**src/rtl/jk_sequencer_if.sv**
```systemverilog
// -----------------------------------------------------------------------------
// jk_sequencer_if
// Pattern-offer handshake between a pattern source and jk_sequencer.
//   start_valid  source -> sequencer  a pattern is offered
//   start_ready  sequencer -> source  sequencer is idle and will accept
//   pattern      source -> sequencer  WIDTH-bit target q sequence, bit 0 first
//   use_toggle   source -> sequencer  1: toggle codes for transitions, 0: set/reset codes
// -----------------------------------------------------------------------------
interface jk_sequencer_if #(
    parameter int WIDTH = 8
);
    logic             start_valid;
    logic             start_ready;
    logic [WIDTH-1:0] pattern;
    logic             use_toggle;

    modport master (
        output start_valid,
        output pattern,
        output use_toggle,
        input  start_ready
    );

    modport slave (
        input  start_valid,
        input  pattern,
        input  use_toggle,
        output start_ready
    );
endinterface

```
**src/rtl/jk_sequencer.sv**
```systemverilog
// -----------------------------------------------------------------------------
// jk_sequencer
// Drives a negedge-clocked JK flip-flop so that its q follows a WIDTH-bit
// pattern LSB-first, using the JK excitation table. An internal model of q is
// compared against the fed-back q every INIT/RUN cycle; any divergence raises
// a sticky mismatch flag.
//
// Ports
//   clk         system clock, all state updates on posedge
//   rst         asynchronous active-high reset
//   start_if    slave side of the pattern-offer handshake
//   o_jk        code to the flip-flop, o_jk[1]=J, o_jk[0]=K (registered)
//   i_q_fb      q fed back from the driven flip-flop
//   o_busy      high in INIT, RUN and DONE
//   o_done      one-cycle pulse while in DONE
//   o_mismatch  sticky check-failure flag, cleared by accept or rst
// -----------------------------------------------------------------------------
module jk_sequencer #(
    parameter int WIDTH = 8
) (
    input  logic               clk,
    input  logic               rst,
    jk_sequencer_if.slave      start_if,
    output logic [1:0]         o_jk,
    input  logic               i_q_fb,
    output logic               o_busy,
    output logic               o_done,
    output logic               o_mismatch
);

    localparam int              IDX_W    = (WIDTH > 1) ? $clog2(WIDTH) : 1;
    localparam logic [IDX_W-1:0] LAST_IDX = IDX_W'(WIDTH - 1);

    typedef enum logic [1:0] {
        S_IDLE,
        S_INIT,
        S_RUN,
        S_DONE
    } state_t;

    state_t           r_state;
    logic [WIDTH-1:0] r_pat;
    logic             r_tog;
    logic [IDX_W-1:0] r_idx;
    logic             r_model;
    logic             r_exp;
    logic             r_start_ready;
    logic [1:0]       r_jk;
    logic             r_busy;
    logic             r_done;
    logic             r_mismatch;

    logic             w_accept;
    logic [IDX_W-1:0] w_idx_nxt;
    logic             w_t_nxt;
    logic             w_q_bad;

    // JK excitation: hold when already at target, else set/reset or toggle.
    function automatic logic [1:0] jk_code(input logic m, input logic t, input logic tog);
        if (m == t) begin
            return 2'b00;
        end
        if (tog) begin
            return 2'b11;
        end
        return t ? 2'b10 : 2'b01;
    endfunction

    assign w_accept  = (r_state == S_IDLE) && start_if.start_valid && r_start_ready;
    assign w_idx_nxt = r_idx + 1'b1;
    assign w_t_nxt   = r_pat[w_idx_nxt];
    assign w_q_bad   = (i_q_fb != r_exp);

    // Pattern and mode are captured only at accept; later input changes are ignored.
    always_ff @(posedge clk) begin
        if (w_accept) begin
            r_pat <= start_if.pattern;
            r_tog <= start_if.use_toggle;
        end
    end

    // The code for a cycle is computed at the edge that starts it, so o_jk is
    // registered and stable across the negedge where the flip-flop samples.
    // r_model/r_exp hold the q the flip-flop must show at the end of the
    // current cycle; the check happens at the edge that ends INIT/RUN cycles.
    always_ff @(posedge clk or posedge rst) begin
        if (rst) begin
            r_state       <= S_IDLE;
            r_idx         <= '0;
            r_model       <= 1'b0;
            r_exp         <= 1'b0;
            r_start_ready <= 1'b1;
            r_jk          <= 2'b00;
            r_busy        <= 1'b0;
            r_done        <= 1'b0;
            r_mismatch    <= 1'b0;
        end else begin
            case (r_state)
                S_IDLE: begin
                    if (w_accept) begin
                        r_state       <= S_INIT;
                        r_jk          <= 2'b01;   // force q to 0; the flip-flop has no reset
                        r_start_ready <= 1'b0;
                        r_busy        <= 1'b1;
                        r_mismatch    <= 1'b0;
                        r_idx         <= '0;
                        r_model       <= 1'b0;
                        r_exp         <= 1'b0;
                    end
                end
                S_INIT: begin
                    if (w_q_bad) begin
                        r_mismatch <= 1'b1;
                    end
                    r_state <= S_RUN;
                    r_jk    <= jk_code(r_model, r_pat[0], r_tog);
                    r_model <= r_pat[0];
                    r_exp   <= r_pat[0];
                end
                S_RUN: begin
                    if (w_q_bad) begin
                        r_mismatch <= 1'b1;
                    end
                    if (r_idx == LAST_IDX) begin
                        r_state <= S_DONE;
                        r_jk    <= 2'b00;
                        r_done  <= 1'b1;
                    end else begin
                        r_idx   <= w_idx_nxt;
                        r_jk    <= jk_code(r_model, w_t_nxt, r_tog);
                        r_model <= w_t_nxt;
                        r_exp   <= w_t_nxt;
                    end
                end
                S_DONE: begin
                    r_state       <= S_IDLE;
                    r_done        <= 1'b0;
                    r_busy        <= 1'b0;
                    r_start_ready <= 1'b1;
                end
                default: begin
                    r_state       <= S_IDLE;
                    r_jk          <= 2'b00;
                    r_done        <= 1'b0;
                    r_busy        <= 1'b0;
                    r_start_ready <= 1'b1;
                end
            endcase
        end
    end

    assign start_if.start_ready = r_start_ready;
    assign o_jk                 = r_jk;
    assign o_busy               = r_busy;
    assign o_done               = r_done;
    assign o_mismatch           = r_mismatch;

endmodule

```
**src/flat_wrapper.sv**
```systemverilog
// flat-port wrapper written by rule: the top's interface ports become plain ports
module jk_sequencer_flat 
#(
    parameter int WIDTH = 8
)
  (clk, rst, o_jk, i_q_fb, o_busy, o_done, o_mismatch, start_if_start_valid, start_if_pattern, start_if_use_toggle, start_if_start_ready);
  jk_sequencer_if #(.WIDTH(WIDTH)) start_if_i ();
  input  logic clk;
  input  logic rst;
  output logic [1:0] o_jk;
  input  logic i_q_fb;
  output logic o_busy;
  output logic o_done;
  output logic o_mismatch;
  input wire logic [$bits(start_if_i.start_valid)-1:0] start_if_start_valid;
  input wire logic [$bits(start_if_i.pattern)-1:0] start_if_pattern;
  input wire logic [$bits(start_if_i.use_toggle)-1:0] start_if_use_toggle;
  output wire logic [$bits(start_if_i.start_ready)-1:0] start_if_start_ready;
  assign start_if_i.start_valid = start_if_start_valid;
  assign start_if_i.pattern = start_if_pattern;
  assign start_if_i.use_toggle = start_if_use_toggle;
  assign start_if_start_ready = start_if_i.start_ready;
  jk_sequencer #(.WIDTH(WIDTH)) u_core (.clk(clk), .rst(rst), .start_if(start_if_i), .o_jk(o_jk), .i_q_fb(i_q_fb), .o_busy(o_busy), .o_done(o_done), .o_mismatch(o_mismatch));
endmodule
```
**config.mk**
```make
export PLATFORM = sky130hd
export DESIGN_NAME = jk_sequencer_flat
export DESIGN_NICKNAME = d
export VERILOG_FILES = /design/src/rtl/jk_sequencer_if.sv /design/src/rtl/jk_sequencer.sv /design/src/flat_wrapper.sv
export SDC_FILE = /design/constraint.sdc
export NUM_CORES = 1
export LEC_CHECK = 0
export ABC_AREA = 1
export BUFFER_PORTS_ARGS = -buffer_cell sky130_fd_sc_hd__buf_2
export CORE_UTILIZATION = 25
export CTS_CLUSTER_SIZE = 10
export DETAILED_ROUTE_END_ITERATION = 8
export HOLD_SLACK_MARGIN = 0.05
export PLACE_DENSITY = 0.4
export RECOVER_POWER = 100
export SLEW_MARGIN = 20
export SYNTH_ARGS = -nofsm -noshare
export SYNTH_HDL_FRONTEND = slang
export SYNTH_SLANG_ARGS = --single-unit
```
**constraint.sdc**
```tcl
create_clock -name clk -period 3.82 [get_ports clk]
set_input_delay 0 -clock clk [delete_from_list [all_inputs] [get_ports clk]]
set_output_delay 0 -clock clk [all_outputs]
set_load 0.005 [all_outputs]
```
==> impl_metrics.yaml <==
run_status:
  status: "complete, no violations"
clock_tree:
  cts_tree: "yes"
  cts_setup_buffers: 0
  clockBufferDepth: 2
  clock_latency_ns: 0.26
  clockRootBuffer: "clkbuf_8"
  cts_sinks: 21
  clk_pin_slew_ns: 0.09
  cts-buffers-inserted: 3
  cts-htree-levels: 1
run:
  drv_cap: 0
floorplan:
  die_x_microns: 68.2
  die_h_microns: 68.2
  fp.dieArea_sq_um: 4650
  num_rows: 23
  fp.coreArea_sq_um: 4120
  io-pin-count: 19
  start_util: 0.266
synth:
  synth-simple-area-share: 0.194
  synthDistinctLibCells: 22
  synthArstFlopShare: 0.571
  synth.area.top_cells: "dfrtp_1, edfxtp_1, inv_1"
  seq_area_frac_synth: 0.522
  synth_commonest_cells: "inv_1, nand2_1, dfrtp_1"
  synth_top_area_frac: 0.251
  yosysTopAreaCell: "dfrtp_1"
  syn-num-nets: 138
  ys.flop_type: "dfrtp_1"
  netlist_area_sq_um: 1100
  synth-compound-area-share: 0.0959
  synthXorXnorAreaFrac: 0.0160
  syn_inst: 118
  synth_fa_ha_area_frac: 0.0799
  synth_top_family_by_area: "simple AND/OR/NAND/NOR gates"
  synth_mux_area_frac: 0
  synth_edf_count: 9
  ys_warn_count: 0
  ys_ff_latch: 21
  avgSynthCellArea_sq_um: 9.29
critical_path:
  regToRegSetupSlack_ns: 2.08
  arrival_ns: 1.92
  worstSetupPathType: "reg2reg"
  cp_max_fo: 5
  cp-start-kind: "register"
  worstPathRequired_ns: 4.01
  reg2reg_to: "u_core.r_state[0]"
  r2r-start: "u_core.r_state[1]"
  r2r_cells: 8
  endpoint_kind: "register"
routing:
  wl_microns: 2080
  via_count: 832
  vias_per_cell: 4.16
  drt-wirelength-per-cell_microns: 10.4
  drc_errors: 0
  drt_iter0_markers: 15
  antenna_left: 0
  first_pass_iters: 4
hold_path:
  hp-class: "in2reg"
  min_path_cells: 3
  min-delay-start: "i_q_fb"
  holdPathEnd: "u_core.o_mismatch"
final_layout:
  final_cell_area_sq_um: 1380
  diodes: 0
  final_cells: 200
  nets: 171
  syn2layout_area_growth_pct: 26.1
  drive_gt1_frac: 0.180
grt:
  grt_util_met1: 0.115
  antenna_found_initial: 0
  use_met2: 0.191
  grt_use_total: 0.105
  grt_pass1_vias: 860
  met3_usage: 0.0300
  grt_first_pass_wirelength_microns: 3580
  grt_max_degree: 14
  overflow: 0
  busiest_layer: "met2"
placement:
  dpl_cell_area_sq_um: 1250
  placed_cells: 186
  pre_cts_ws_ns: 2.17
  place_hpwl_microns: 1610
  port_buffers: 18
  gp_congestion: 0.770
pwr:
  leakagePower_nw: 0.682
  p_switching_mw: 0.421
  peakVddDrop_mv: 0.237
  combinationalPowerShare: 0.486
  power_density_nw_per_um2: 718
  pwr-share-seq: 0.361
  switching_share: 0.425
  clkPwrFrac: 0.153
  p_int_mw: 0.571
timing:
  max_freq_ghz: 0.576
  worstMarginPinSlew_ns: 0.451
  fin_crit_sh: 0.455
  maxSlewHeadroom: 0.699
  whs_ns: 0.0730
  fin_crit_ns: 1.74
  rsz0062_at_grt: "false"
  setup_ws_ns: 2.08
  tns_ns: 0
  setup_viol: 0
  skew_ns: 0.00485
  slew_violations: 0
  final_hold_viol_count: 0
-- logic make-up after synthesis --
family / after synthesis
AND/OR/NAND/NOR: 42
buffers and inverters: 27
flip-flops: 21
AO/OA/AOI/OAI: 19
adder cells (fa/ha/maj): 7
XOR/XNOR: 2
-- worst max-delay path by stage --
stage                      startpoint           endpoint  slack [ns]  cells past startpoint
floorplan             u_core.r_idx[0]     u_core.o_jk[1]        2.30                     10
global placement      u_core.r_idx[0]     u_core.o_jk[1]        2.14                     10
detailed placement    u_core.r_idx[0]     u_core.o_jk[1]        2.17                     10
CTS                   u_core.r_idx[0]     u_core.o_jk[1]        2.14                     10
global route        u_core.r_state[0]  u_core.r_state[1]        1.84                      8
finish              u_core.r_state[1]  u_core.r_state[0]        2.08                      8
-- worst max-delay path, cell delays in order, from the launching register on --
cell and delay, ns:
dfrtp_1 0.41, inv_1 0.13, ha_1 0.24, nand3_1 0.19, nand2_1 0.15, inv_1 0.13, nor2_1 0.23, o21ai_1 0.11
o21ai_0 0.08
-- timing repair --
item                                   4_1_cts  5_1_grt
gates resized for setup                      0        0
endpoints found under the hold margin       20        0
hold buffers                                10        0
-- flip-flops by register name, indices dropped and copies added, names as in the netlist --
name and flops:
u_core.r_exp 1, u_core.o_mismatch 1, u_core.o_jk 2, u_core.r_tog 1, u_core.r_state 2, u_core.o_busy 1
u_core.r_pat 8, u_core.start_if.start_ready 1, u_core.r_idx 3, u_core.o_done 1
-- routing by layer --
layer  vias up  part of all wire
met3         2             0.030
met2        12              0.49
met1       378              0.47
met5         -                 0
li1        440                 -
met4         0            0.0096
-- area by class of cell --
type,count,area [sq um]
flip-flops and latches,21,572
clock inverters,1,7.51
clock buffers,3,41.3
well taps,50,62.6
multi-input cells,70,410
fillers,443,2730
inverters,27,101
repair buffers,28,188
-- per-stage QoR --
stage | power, mW | util
after floorplan | 0.737 | -
after global placement | 0.855 | 0.303
after detailed placement | 0.861 | 0.303
after CTS | 1.03 | 0.340
after global routing | 1.10 | 0.336
final | 0.992 | 0.336
-- power by group through the flow --
stage	combinational, mW	clock [mW]	sequential [mW]
after floorplan	0.378	0	0.360
after global placement	0.488	0	0.366
after detailed placement	0.494	0	0.367
after CTS	0.505	0.161	0.362
after global routing	0.565	0.169	0.368
final	0.482	0.152	0.358
-- cells in the final DEF, fill, tap and decap left out, types with 3 or more instances in the layout --
master | netlist | final
a21oi_1 | 3 | 3
clkbuf_8 | 0 | 3
buf_2 | 0 | 16
inv_1 | 24 | 25
dlygate4sd3_1 | 0 | 10
o21ai_0 | 9 | 9
nand2_1 | 24 | 24
dfrtp_1 | 11 | 11
ha_1 | 7 | 7
nand3_1 | 8 | 10
nor2_1 | 2 | 3
edfxtp_1 | 9 | 9
Note: power is estimated with default switching activity, not from simulation.
